<file path="src/rtl/bebida_pkg.sv">
// Shared types and constants for the beverage dispenser controller.
// Holds no logic: state encoding, stage codes and order-size limits only.
package bebida_pkg;

    localparam int MAX_UNITS = 3;
    localparam int UNIT_W    = $clog2(MAX_UNITS + 1);

    typedef enum logic [2:0] {
        ST_IDLE  = 3'd0,
        ST_CHOC  = 3'd1,
        ST_LECHE = 3'd2,
        ST_AZUC  = 3'd3,
        ST_SERVE = 3'd4,
        ST_ERROR = 3'd5
    } state_t;

    localparam logic [1:0] STG_NONE  = 2'd0;
    localparam logic [1:0] STG_CHOC  = 2'd1;
    localparam logic [1:0] STG_LECHE = 2'd2;
    localparam logic [1:0] STG_AZUC  = 2'd3;

endpackage

</file>
<file path="src/rtl/bebida_ctrl_if.sv">
// Panel and dispenser-stage signals of the drink controller, bundled as one port.
// master = controller side, slave = panel/dispensers side.
interface bebida_ctrl_if
    import bebida_pkg::*;
#(
    parameter int CNT_W = 8
);
    logic              start;
    logic [UNIT_W-1:0] bebida;
    logic [UNIT_W-1:0] azucar;
    logic              done_chocolate;
    logic              done_leche;
    logic              done_azucar;
    logic              clear_err;
    logic              enable_chocolate;
    logic              enable_leche;
    logic              enable_azucar;
    logic [UNIT_W-1:0] cantidad;
    logic [UNIT_W-1:0] dosis_azucar;
    logic              busy;
    logic              led_listo;
    logic              error;
    logic              rejected;
    logic [CNT_W-1:0]  served_count;
    logic [1:0]        fail_stage;

    modport master (
        input  start, bebida, azucar, done_chocolate, done_leche, done_azucar, clear_err,
        output enable_chocolate, enable_leche, enable_azucar, cantidad, dosis_azucar,
               busy, led_listo, error, rejected, served_count, fail_stage
    );

    modport slave (
        output start, bebida, azucar, done_chocolate, done_leche, done_azucar, clear_err,
        input  enable_chocolate, enable_leche, enable_azucar, cantidad, dosis_azucar,
               busy, led_listo, error, rejected, served_count, fail_stage
    );

endinterface

</file>
<file path="src/rtl/bebida_ctrl_stage_timer.sv">
// Saturating up-counter; clr restarts at 0 and loads the terminal value, tc flags count==terminal.
// Latency: tc is registered-state derived, valid the cycle after clr; no backpressure.
module stage_timer #(
    parameter int MAX_COUNT = 16,
    parameter int W         = $clog2(MAX_COUNT + 1)
) (
    input  logic         clk,
    input  logic         rst_n,
    input  logic         clr,
    input  logic         en,
    input  logic [W-1:0] ld_val,
    output logic         tc
);

    logic [W-1:0] count;
    logic [W-1:0] last;

    always_ff @(posedge clk) begin
        if (!rst_n) begin
            count <= '0;
            last  <= W'(MAX_COUNT - 1);
        end else if (clr) begin
            count <= '0;
            last  <= ld_val;
        end else if (en && (count != last)) begin
            count <= count + 1'b1;
        end
    end

    assign tc = (count == last);

endmodule

</file>
<file path="src/rtl/bebida_ctrl.sv">
// Drink-order sequencer: chocolate -> milk -> optional sugar, with per-stage timeout and serve hold.
// Latency: every output registered, updating on the edge that samples its cause; dispensers pace it via done levels.
module bebida_ctrl
    import bebida_pkg::*;
#(
    parameter int TIMEOUT_CYCLES = 16,
    parameter int DONE_CYCLES    = 4,
    parameter int CNT_W          = 8
) (
    input  logic         clk,
    input  logic         rst_n,
    bebida_ctrl_if.master bus
);

    localparam int TMAX = (TIMEOUT_CYCLES > DONE_CYCLES) ? TIMEOUT_CYCLES : DONE_CYCLES;
    localparam int TW   = $clog2(TMAX + 1);
    localparam logic [TW-1:0] STAGE_LAST = TW'(TIMEOUT_CYCLES - 1);
    localparam logic [TW-1:0] SERVE_LAST = TW'(DONE_CYCLES - 1);

    state_t            state, state_nxt;
    logic [UNIT_W-1:0] cantidad, cantidad_nxt;
    logic [UNIT_W-1:0] dosis, dosis_nxt;
    logic [1:0]        fail_stage, fail_nxt;
    logic [CNT_W-1:0]  served_count, served_nxt;
    logic              rejected, rejected_nxt;
    logic              en_choc, en_leche, en_azuc;
    logic              busy, led_listo, error;
    logic              tmr_clr, tmr_en, tmr_tc;
    logic [TW-1:0]     tmr_ld;

    always_comb begin
        state_nxt    = state;
        cantidad_nxt = cantidad;
        dosis_nxt    = dosis;
        fail_nxt     = fail_stage;
        served_nxt   = served_count;
        rejected_nxt = 1'b0;
        case (state)
            ST_IDLE: begin
                if (bus.start) begin
                    if (bus.bebida != '0) begin
                        state_nxt    = ST_CHOC;
                        cantidad_nxt = bus.bebida;
                        dosis_nxt    = bus.azucar;
                    end else begin
                        rejected_nxt = 1'b1;
                    end
                end
            end
            // done is checked before the timeout so a done on the last cycle still advances
            ST_CHOC: begin
                if (bus.done_chocolate) begin
                    state_nxt = ST_LECHE;
                end else if (tmr_tc) begin
                    state_nxt = ST_ERROR;
                    fail_nxt  = STG_CHOC;
                end
            end
            ST_LECHE: begin
                if (bus.done_leche) begin
                    state_nxt = (dosis != '0) ? ST_AZUC : ST_SERVE;
                end else if (tmr_tc) begin
                    state_nxt = ST_ERROR;
                    fail_nxt  = STG_LECHE;
                end
            end
            ST_AZUC: begin
                if (bus.done_azucar) begin
                    state_nxt = ST_SERVE;
                end else if (tmr_tc) begin
                    state_nxt = ST_ERROR;
                    fail_nxt  = STG_AZUC;
                end
            end
            ST_SERVE: begin
                if (tmr_tc) state_nxt = ST_IDLE;
            end
            ST_ERROR: begin
                if (bus.clear_err) begin
                    state_nxt = ST_IDLE;
                    fail_nxt  = STG_NONE;
                end
            end
            default: state_nxt = ST_IDLE;
        endcase

        if ((state_nxt == ST_SERVE) && (state != ST_SERVE)) served_nxt = served_count + 1'b1;

        // one shared timer: restarted on every state change, terminal value picked for the new state
        tmr_clr = (state_nxt != state);
        tmr_en  = state inside {ST_CHOC, ST_LECHE, ST_AZUC, ST_SERVE};
        tmr_ld  = (state_nxt == ST_SERVE) ? SERVE_LAST : STAGE_LAST;
    end

    always_ff @(posedge clk) begin
        if (!rst_n) begin
            state        <= ST_IDLE;
            cantidad     <= '0;
            dosis        <= '0;
            fail_stage   <= STG_NONE;
            served_count <= '0;
            rejected     <= 1'b0;
            en_choc      <= 1'b0;
            en_leche     <= 1'b0;
            en_azuc      <= 1'b0;
            busy         <= 1'b0;
            led_listo    <= 1'b0;
            error        <= 1'b0;
        end else begin
            state        <= state_nxt;
            cantidad     <= cantidad_nxt;
            dosis        <= dosis_nxt;
            fail_stage   <= fail_nxt;
            served_count <= served_nxt;
            rejected     <= rejected_nxt;
            en_choc      <= (state_nxt == ST_CHOC);
            en_leche     <= (state_nxt == ST_LECHE);
            en_azuc      <= (state_nxt == ST_AZUC);
            busy         <= (state_nxt != ST_IDLE);
            led_listo    <= (state_nxt == ST_SERVE);
            error        <= (state_nxt == ST_ERROR);
        end
    end

    stage_timer #(
        .MAX_COUNT (TMAX),
        .W         (TW)
    ) u_timer (
        .clk    (clk),
        .rst_n  (rst_n),
        .clr    (tmr_clr),
        .en     (tmr_en),
        .ld_val (tmr_ld),
        .tc     (tmr_tc)
    );

    assign bus.enable_chocolate = en_choc;
    assign bus.enable_leche     = en_leche;
    assign bus.enable_azucar    = en_azuc;
    assign bus.cantidad         = cantidad;
    assign bus.dosis_azucar     = dosis;
    assign bus.busy             = busy;
    assign bus.led_listo        = led_listo;
    assign bus.error            = error;
    assign bus.rejected         = rejected;
    assign bus.served_count     = served_count;
    assign bus.fail_stage       = fail_stage;

    a_one_enable: assert property (@(posedge clk) $onehot0({en_choc, en_leche, en_azuc}));

endmodule

</file>
<file path="src/flat_wrapper.sv">
// flat-port wrapper written by rule: the top's interface ports become plain ports
module bebida_ctrl_flat import bebida_pkg::*;
#(
    parameter int TIMEOUT_CYCLES = 16,
    parameter int DONE_CYCLES    = 4,
    parameter int CNT_W          = 8
)
  (clk, rst_n, bus_start, bus_bebida, bus_azucar, bus_done_chocolate, bus_done_leche, bus_done_azucar, bus_clear_err, bus_enable_chocolate, bus_enable_leche, bus_enable_azucar, bus_cantidad, bus_dosis_azucar, bus_busy, bus_led_listo, bus_error, bus_rejected, bus_served_count, bus_fail_stage);
  bebida_ctrl_if #(.CNT_W(CNT_W)) bus_i ();
  input  logic clk;
  input  logic rst_n;
  input wire logic [$bits(bus_i.start)-1:0] bus_start;
  input wire logic [$bits(bus_i.bebida)-1:0] bus_bebida;
  input wire logic [$bits(bus_i.azucar)-1:0] bus_azucar;
  input wire logic [$bits(bus_i.done_chocolate)-1:0] bus_done_chocolate;
  input wire logic [$bits(bus_i.done_leche)-1:0] bus_done_leche;
  input wire logic [$bits(bus_i.done_azucar)-1:0] bus_done_azucar;
  input wire logic [$bits(bus_i.clear_err)-1:0] bus_clear_err;
  output wire logic [$bits(bus_i.enable_chocolate)-1:0] bus_enable_chocolate;
  output wire logic [$bits(bus_i.enable_leche)-1:0] bus_enable_leche;
  output wire logic [$bits(bus_i.enable_azucar)-1:0] bus_enable_azucar;
  output wire logic [$bits(bus_i.cantidad)-1:0] bus_cantidad;
  output wire logic [$bits(bus_i.dosis_azucar)-1:0] bus_dosis_azucar;
  output wire logic [$bits(bus_i.busy)-1:0] bus_busy;
  output wire logic [$bits(bus_i.led_listo)-1:0] bus_led_listo;
  output wire logic [$bits(bus_i.error)-1:0] bus_error;
  output wire logic [$bits(bus_i.rejected)-1:0] bus_rejected;
  output wire logic [$bits(bus_i.served_count)-1:0] bus_served_count;
  output wire logic [$bits(bus_i.fail_stage)-1:0] bus_fail_stage;
  assign bus_i.start = bus_start;
  assign bus_i.bebida = bus_bebida;
  assign bus_i.azucar = bus_azucar;
  assign bus_i.done_chocolate = bus_done_chocolate;
  assign bus_i.done_leche = bus_done_leche;
  assign bus_i.done_azucar = bus_done_azucar;
  assign bus_i.clear_err = bus_clear_err;
  assign bus_enable_chocolate = bus_i.enable_chocolate;
  assign bus_enable_leche = bus_i.enable_leche;
  assign bus_enable_azucar = bus_i.enable_azucar;
  assign bus_cantidad = bus_i.cantidad;
  assign bus_dosis_azucar = bus_i.dosis_azucar;
  assign bus_busy = bus_i.busy;
  assign bus_led_listo = bus_i.led_listo;
  assign bus_error = bus_i.error;
  assign bus_rejected = bus_i.rejected;
  assign bus_served_count = bus_i.served_count;
  assign bus_fail_stage = bus_i.fail_stage;
  bebida_ctrl #(.TIMEOUT_CYCLES(TIMEOUT_CYCLES), .DONE_CYCLES(DONE_CYCLES), .CNT_W(CNT_W)) u_core (.clk(clk), .rst_n(rst_n), .bus(bus_i));
endmodule
</file>
<file path="config.mk">
export PLATFORM = sky130hd
export DESIGN_NAME = bebida_ctrl_flat
export DESIGN_NICKNAME = d
export VERILOG_FILES = /design/src/rtl/bebida_pkg.sv /design/src/rtl/bebida_ctrl_if.sv /design/src/rtl/bebida_ctrl_stage_timer.sv /design/src/rtl/bebida_ctrl.sv /design/src/flat_wrapper.sv
export SDC_FILE = /design/constraint.sdc
export NUM_CORES = 1
export LEC_CHECK = 0
export ABC_AREA = 1
export CAP_MARGIN = 20
export CORE_ASPECT_RATIO = 0.75
export CORE_UTILIZATION = 35
export DETAILED_ROUTE_END_ITERATION = 12
export HOLD_SLACK_MARGIN = 0.02
export SLEW_MARGIN = 20
export SYNTH_ARGS = -nofsm -noshare
export SYNTH_HDL_FRONTEND = slang
export SYNTH_HIERARCHICAL = 1
export SYNTH_SLANG_ARGS = --single-unit
</file>
<file path="constraint.sdc">
create_clock -name clk -period 4.9 [get_ports clk]
set_clock_uncertainty 0.05 [all_clocks]
set_input_delay 0.98 -clock clk [delete_from_list [all_inputs] [get_ports clk]]
set_output_delay 0.98 -clock clk [all_outputs]
set_load 0.03 [all_outputs]
</file>
==> Flow_metrics.wiki, run 1 <==
{| class="wikitable"
! Metric !! Value
|-
| Result of the run || complete, no violations
|-
| CTS H-tree lvls || 2
|-
| Global-route wire length before repair || between 7 and 8 mm
|-
| Final-layout worst hold slack || 415.9 ps
|-
| Routed vias || approximately 1800
|-
| Count of cells resized by post-cts repair || 0
|-
| Instance count along the most critical hold path || 2
|-
| Met1 usage in global routing || 0.2277
|-
| Layout cells sized above 1 || 0.1269
|-
| Terminating pin of the worst hold path || u_core/bus.cantidad[0]
|-
| Residual antenna-violating net count after detailed routing || 0
|-
| Number of buffers on the longest clock path || 2
|-
| Layout Nets || roughly 340
|-
| Slew @ Worst Pin || 565.6 ps
|-
| Final total power || 0.6774 mW
|-
| Basic-gate share of the synthesized area counting and, or, nand and nor cells || 0.4335
|-
| Final-report hold violation count || 0
|-
| Placeable core region || 5410 um^2
|-
| Count of antenna diodes in the layout || 0
|-
| Utilization after layout || 0.4450
|-
| Number of instances in the synthesized netlist || about 290
|-
| Slew Viols, Final || 0
|-
| Via count of the first global-routing pass || roughly 1700
|-
| Switching power total || 0.2140 mW
|-
| Kind of critical path || input port to register
|-
| Achievable clock frequency || approximately 340 MHz
|-
| Switching part of the total || 0.3160
|-
| Area leader, netlist || sky130_fd_sc_hd__dfxtp_1
|-
| Filler cell count || 590
|-
| Static leakage || roughly 1.0 nW
|-
| Most used routing layer in global routing || met2
|-
| Synthesis Warnings || 6
|-
| Register-to-register setup slack || 2080 ps
|-
| Drt first pass iters || 4
|-
| Detailed-route DRC error count || 0
|-
| Setup TNS || 0 ps
|-
| Slew headroom || 0.6217
|-
| Critical Path Sink Type || register
|-
| Post-synthesis instance area || approximately 2000 um^2
|-
| Parity-gate share of the synthesized area counting xor and xnor cells || 0.01323
|-
| WL final || roughly 4.5 mm
|-
| Reg-to-reg startpoint || u_core/u_timer/count[2]
|-
| Fraction of the yosys area taken by sequential cells || 0.3428
|-
| Initial antenna violation count || 0
|-
| Part of the power in the clock network || 0.317
|-
| FFs w/ async S/R, synth || 0
|-
| WL/cell || between 10 and 15 um
|-
| Half-perimeter wire length of the detailed placement result || 3.337 mm
|-
| EDFF count, synth || 0
|-
| Sort of element at the start of the critical path || input port
|-
| Routability cong. || 0.8760
|-
| Top-area cell type share of the netlist area || 0.3428
|-
| Flop and latch count out of synthesis || 34
|-
| Combinational cell fraction of total power || 0.223
|-
| RSZ-0062 raised after global routing || no
|-
| Clock tree from TritonCTS || built
|-
| Post-detailed-route via-to-cell ratio || approximately 4.6
|-
| Power density over the cells || around 280 nW/um^2
|-
| Die width || between 80 and 90 um
|-
| Max-capacitance violation count || 0
|-
| Final worst path period share || 0.6032
|-
| Die area || approximately 6000 um^2
|-
| Mean Syn Cell Area || approximately 6.8 um^2
|-
| Number of setup violations in the final report || 0
|-
| Clock insertion delay at the later pin of the skew report || between 200 and 300 ps
|-
| Num ports || 32
|-
| Sum of overflow across all layers after global routing || 0
|-
| Number of design-rule violations left by the first detailed-router iteration || 90
|-
| Clock buffers created by TritonCTS || 5
|-
| Pin count of the biggest net entering global routing || 19
|-
| Max FO, Critical Path || 10
|-
| Post-synth top flop || sky130_fd_sc_hd__dfxtp_1
|-
| Capture instance of the worst register-to-register path || u_core/u_timer/last[4]
|-
| Pint || approximately 0.46 mW
|-
| Post-CTS Setup Repair Bufs || 0
|-
| Reg clk slew, reported paths || approximately 70 ps
|-
| Register share of total power || 0.460
|-
| Class of the tightest hold or removal check || register to register
|-
| Synthesis-to-layout area growth || 21.24%
|-
| M2 GR Usage || 0.2500
|-
| Distinct cells, synth || 28
|-
| R2R depth || 15
|-
| Signal arrival time at the worst endpoint || 3080 ps
|-
| Chip height || 67.23 um
|-
| Compound-Gate Fraction of Synth Area || 0.06301
|-
| Final period demand of the worst path || 2956 ps
|-
| Clock tree root driver cell || sky130_fd_sc_hd__clkbuf_8
|-
| Hold Crit Start || u_core/bus.cantidad[0]
|-
| Count of hold buffers inserted by post-cts repair || 0
|-
| Maximum ir drop on the vdd rail || ~0.12 mV
|-
| Starting Density || 0.3670
|-
| Std-Cell Rows || 23
|-
| Endpoint required time on the critical path || 5020 ps
|-
| GRT Util Overall || 0.1670
|-
| Adder-Cell Fraction of Synth Area || 0.01260
|-
| Met3 Usage GRT || 0.05746
|-
| Post-synthesis mux area share || 0
|-
| Number of port buffers || 31
|-
| Main combinational cell family by area after synthesis || simple AND/OR/NAND/NOR gates
|-
| Number of sinks handled by clock tree synthesis || 34
|-
| Cell types occupying the most area after synthesis || sky130_fd_sc_hd__dfxtp_1 34%, sky130_fd_sc_hd__nand2_1 12%, sky130_fd_sc_hd__nor2_1 7.9%
|}
-- cell usage after synthesis, types with 2 or more instances --
master                     number
sky130_fd_sc_hd__nand2_2        4
sky130_fd_sc_hd__xnor2_1        2
sky130_fd_sc_hd__buf_2          2
sky130_fd_sc_hd__nor2_4         4
sky130_fd_sc_hd__nand4_1       14
sky130_fd_sc_hd__o21ai_0        7
sky130_fd_sc_hd__inv_1         41
sky130_fd_sc_hd__nand3_2        5
sky130_fd_sc_hd__a21oi_1       18
sky130_fd_sc_hd__nand2_1       62
sky130_fd_sc_hd__nor2_1        42
sky130_fd_sc_hd__nand3_1       17
sky130_fd_sc_hd__dfxtp_1       34
sky130_fd_sc_hd__nor3_1         4
sky130_fd_sc_hd__inv_2          4
sky130_fd_sc_hd__nor2_2        11
sky130_fd_sc_hd__clkinv_1       2
sky130_fd_sc_hd__ha_1           2
sky130_fd_sc_hd__buf_6          6
sky130_fd_sc_hd__conb_1         2
-- how the worst max path moves through the flow --
stage,from,to,slack (ps),depth (start not counted)
3_5_place_dp,bus_bebida[0],u_core/u_timer/last[4],1680,10
3_3_place_gp,bus_done_leche,u_core/u_timer/last[3],1730,9
2_1_floorplan,bus_bebida[1],u_core/u_timer/last[1],2570,10
5_1_grt,bus_bebida[1],u_core/u_timer/count[4],1740,11
6_report,bus_done_leche,u_core/u_timer/last[4],1940,9
4_1_cts,bus_done_leche,u_core/u_timer/last[4],1980,9
-- power groups by stage --
stage                     Sequential [mW]  Combinational (mW)  Clock, mW
final                               0.312               0.151      0.215
after global routing                0.313               0.171      0.237
after CTS                           0.311               0.151      0.223
after detailed placement            0.318               0.151          0
after global placement              0.317               0.149          0
after floorplan                     0.324               0.108          0
-- per-stage QoR --
stage	area, um^2	setup slack [ps]	instances
2_1_floorplan	1989	2572	292
3_3_place_gp	2316	1730	390
3_5_place_dp	2316	1680	390
4_1_cts	2407	1976	398
5_1_grt	2407	1738	398
6_report	2407	1944	398
-- cell type report --
type	instances	area [um^2]	share of cell area
multi-input cells	202	1049	0.4356
well taps	75	93.84	0.03898
flip-flops and latches	34	680.7	0.2827
clock inverters	1	5.005	0.002079
repair buffers	31	310.3	0.1289
inverters	48	182.7	0.07588
clock buffers	7	86.33	0.03586
-- state kept, by name, indices dropped and copies added, names as in the netlist --
signal and count:
u_core/bus.dosis_azucar 2, u_core/bus.enable_chocolate 1, u_core/u_timer/last 5, u_core/bus.rejected 1, u_core/bus.enable_azucar 1, u_core/bus.cantidad 2
u_core/bus.fail_stage 2, u_core/bus.error 1, u_core/bus.served_count 8, u_core/bus.led_listo 1, u_core/bus.busy 1, u_core/state 3
u_core/u_timer/count 5, u_core/bus.enable_leche 1
-- worst max-delay path: stages --
cell and delay (ps):
sky130_fd_sc_hd__clkdlybuf4s50_1 520, sky130_fd_sc_hd__nand3_1 170, sky130_fd_sc_hd__nand3_2 110, sky130_fd_sc_hd__nand2_1 80, sky130_fd_sc_hd__nor2_4 220, sky130_fd_sc_hd__xor2_1 170, sky130_fd_sc_hd__nand4_1 420, sky130_fd_sc_hd__o21ai_0 350
sky130_fd_sc_hd__nor2_1 60
-- layer usage --
metal / part of all wire / vias up
met5: 0 / -
met4: 0.0065 / 0
met3: 0.052 / 2
met2: 0.40 / 35
met1: 0.54 / 837
li1: - / 970
-- logic make-up (layout without fill, tap and decap cells) --
logic type,after synthesis,after routing
AND/OR/NAND/NOR,169,169
buffers and inverters,56,87
flip-flops,34,34
AO/OA/AOI/OAI,25,25
XOR/XNOR,3,3
adder cells (fa/ha/maj),2,2
other,2,3
-- cell usage in the layout, fill, tap and decap left out, types with 3 or more instances in the layout --
cell type	Yosys	routed
sky130_fd_sc_hd__nor3_1	4	4
sky130_fd_sc_hd__nand2_2	4	4
sky130_fd_sc_hd__clkdlybuf4s50_1	0	31
sky130_fd_sc_hd__inv_2	4	4
sky130_fd_sc_hd__a21oi_1	18	18
sky130_fd_sc_hd__nand3_2	5	5
sky130_fd_sc_hd__conb_1	2	3
sky130_fd_sc_hd__dfxtp_1	34	34
sky130_fd_sc_hd__nand2_1	62	62
sky130_fd_sc_hd__clkbuf_8	0	6
sky130_fd_sc_hd__nor2_4	4	4
sky130_fd_sc_hd__nand3_1	17	17
sky130_fd_sc_hd__nor2_2	11	11
sky130_fd_sc_hd__nor2_1	42	42
sky130_fd_sc_hd__inv_1	41	41
sky130_fd_sc_hd__o21ai_0	7	7
sky130_fd_sc_hd__nand4_1	14	14
No activity file was read; power rests on OpenSTA's default activity.
==> run 2: changes to the inputs <==
- clock period: 4.9 -> 2.89 ns (I/O delays scaled with it)
==> run 2 against run 1 <==
Combinational power rose by 77%. Routed wire length fell by 2.4%. Critical path depth rose by 2. Clock power rose by 100%. Global-route usage fell by 0.074 points. Hold slack improved by 6.6 ps. Largest cell class unchanged.
==> Flow_metrics.wiki, run 2 (synthesized netlist as in run 1, its figures left out) <==
{| class="wikitable"
! Metric !! Value
|-
| Result of the run || complete, no violations
|-
| Std-Cell Rows || 23
|-
| Max FO, Critical Path || 10
|-
| Worst path cell trace || clkdlybuf4s50_1 > nand3_1 > nand3_2 > nand2_1 > nor2_4 > xor2_1 > nand4_1 > buf_4 > nor2_8 > nand2_1 > nor2_1
|-
| GRT Util Overall || 0.1663
|-
| Final total power || 1.225 mW
|-
| Filler cell count || between 500 and 600
|-
| Global-route wire length before repair || 7.417 mm
|-
| WP buf/inv || 2
|-
| Setup TNS || 0 ps
|-
| Hold Crit Start || u_core/bus.cantidad[0]
|-
| Kind of critical path || input port to register
|-
| Instance count along the most critical hold path || 2
|-
| Most frequent CP cell || sky130_fd_sc_hd__nand2_1
|-
| Placeable core region || about 5400 um^2
|-
| Static leakage || 1.057 nW
|-
| Crit-path slowest cell || sky130_fd_sc_hd__clkdlybuf4s50_1
|-
| Critical Path Sink Type || register
|-
| Final worst path period share || 0.7761
|-
| Register ranked first by flip-flop count || u_core/bus.served_count
|-
| Terminating pin of the worst hold path || u_core/bus.cantidad[0]
|-
| Slew Viols, Final || 0
|-
| Die width || between 80 and 90 um
|-
| Number of port buffers || 31
|-
| Sum of overflow across all layers after global routing || 0
|-
| Initial antenna violation count || 0
|-
| RSZ-0062 raised after global routing || no
|-
| Detailed-route DRC error count || 0
|-
| Number of design-rule violations left by the first detailed-router iteration || 86
|-
| Clock buffers created by TritonCTS || 5
|-
| Reg-to-reg startpoint || u_core/u_timer/count[0]
|-
| Drt first pass iters || 4
|-
| Routed vias || about 1800
|-
| WL/cell || approximately 11 um
|-
| Highest cell delay on the worst timing path || 520 ps
|-
| Register-to-register setup slack || between 600 and 700 ps
|-
| Endpoint required time on the critical path || 3070 ps
|-
| R2R depth || 16
|-
| Count of cells resized by post-cts repair || 0
|-
| Number of sinks handled by clock tree synthesis || 34
|-
| Number of buffers on the longest clock path || 2
|-
| Count of hold buffers inserted by post-cts repair || 0
|-
| Final-layout worst hold slack || ~420 ps
|-
| Layout Nets || 340
|-
| Chip height || approximately 67 um
|-
| Clock tree root driver cell || sky130_fd_sc_hd__clkbuf_8
|-
| Routability cong. || 0.8300
|-
| Layout cells sized above 1 || 0.1372
|-
| Final period demand of the worst path || 2243 ps
|-
| Number of setup violations in the final report || 0
|-
| Most frequent standard cell in the layout excluding fill and tap cells || sky130_fd_sc_hd__nand2_1
|-
| Achievable clock frequency || around 450 MHz
|-
| Largest regs || u_core/bus.served_count: 8 flops, u_core/u_timer/count: 5 flops, u_core/u_timer/last: 5 flops
|-
| Most used cells in the layout excluding fill and tap cells || 62 x sky130_fd_sc_hd__nand2_1, 42 x sky130_fd_sc_hd__nor2_1, 41 x sky130_fd_sc_hd__inv_1, 34 x sky130_fd_sc_hd__dfxtp_1, 31 x sky130_fd_sc_hd__clkdlybuf4s50_1
|-
| Max-capacitance violation count || 0
|-
| Count of antenna diodes in the layout || 0
|-
| Signal arrival time at the worst endpoint || 2430 ps
|-
| Sort of element at the start of the critical path || input port
|-
| Number of flip-flops under the largest register name || 8
|-
| Post-detailed-route via-to-cell ratio || 4.516
|-
| Delay-heaviest family, CP || simple AND/OR/NAND/NOR gates
|-
| Synthesis-to-layout area growth || 23.88%
|-
| Final-report hold violation count || 0
|-
| Die area || ~6000 um^2
|-
| Num ports || 32
|-
| Reg clk slew, reported paths || 70 ps
|-
| Power density over the cells || around 500 nW/um^2
|-
| Via count of the first global-routing pass || 1639
|-
| CTS H-tree lvls || 2
|-
| Class of the tightest hold or removal check || register to register
|-
| Starting Density || 0.3670
|-
| Clock tree from TritonCTS || built
|-
| Capture instance of the worst register-to-register path || u_core/u_timer/count[4]
|-
| Half-perimeter wire length of the detailed placement result || between 3 and 4 mm
|-
| WL final || 4.363 mm
|-
| Pin count of the biggest net entering global routing || 17
|-
| Residual antenna-violating net count after detailed routing || 0
|-
| Clock insertion delay at the later pin of the skew report || between 200 and 300 ps
|-
| Maximum ir drop on the vdd rail || between 0.15 and 0.2 mV
|-
| Post-CTS Setup Repair Bufs || 0
|}
==> run 2: cell count changes in the layout (fill, tap and decap cells not counted) <==
cell                        previous run  this run
sky130_fd_sc_hd__bufinv_16             0         1
sky130_fd_sc_hd__clkbuf_1              1         2
sky130_fd_sc_hd__clkbuf_8              6         5
sky130_fd_sc_hd__buf_4                 0         5
sky130_fd_sc_hd__clkinv_2              1         0
==> run 2: how the worst max path moves through the flow <==
| stage | start | end | slack, ps | cells past startpoint |
|---|---|---|---|---|
| after floorplan | u_core/u_timer/count[2] | u_core/u_timer/last[4] | 780 | 19 |
| after global placement | bus_done_leche | u_core/u_timer/count[0] | 420 | 11 |
| after detailed placement | bus_done_leche | u_core/u_timer/count[3] | 340 | 11 |
| after CTS | bus_done_leche | u_core/u_timer/count[0] | 650 | 11 |
| after global routing | u_core/u_timer/count[0] | u_core/u_timer/count[4] | 410 | 16 |
| final | bus_done_leche | u_core/u_timer/count[4] | 650 | 11 |
==> run 2: tightest hold or removal path, stage by stage, from the launching register on <==
cell,delay (ps)
sky130_fd_sc_hd__dfxtp_1,310
sky130_fd_sc_hd__nand2_1,60
sky130_fd_sc_hd__a21oi_1,60
==> run 2: final cells by class <==
class                      count  area [um^2]  share of cell area
clock buffer                   7        76.32             0.03103
clock inverter                 1        30.03             0.01221
inverter                      48        182.7             0.07426
multi-input combinational    202         1049              0.4262
sequential                    34        680.7              0.2767
tap                           75        93.84             0.03815
timing repair buffer          36        347.8              0.1414
==> run 2: power breakdown <==
group	switching, mW	leakage [nW]	internal [mW]
logic	0.164	0.728	0.104
registers	0.0268	0.277	0.500
clock network	0.172	0.0524	0.258
total	0.363	1.06	0.862
==> run 2: per-stage QoR <==
step / instance area [um^2] / setup WS [ps] / utilization / std cells
2_1_floorplan: 1989 / 775.5 / - / 292
3_3_place_gp: 2354 / 418.4 / 0.4350 / 395
3_5_place_dp: 2354 / 340.4 / 0.4350 / 395
4_1_cts: 2460 / 653.2 / 0.4547 / 403
5_1_grt: 2460 / 410.4 / 0.4547 / 403
6_report: 2460 / 647.0 / 0.4547 / 403
==> run 2: routing by layer <==
| metal | vias to the layer above | global-route usage | share of wire |
|---|---|---|---|
| li1 | 983 | - | - |
| met1 | 789 | 0.2284 | 0.50 |
| met2 | 42 | 0.2481 | 0.41 |
| met3 | 6 | 0.05379 | 0.083 |
| met4 | 0 | 0.04960 | 0.011 |
| met5 | - | 0 | 0 |
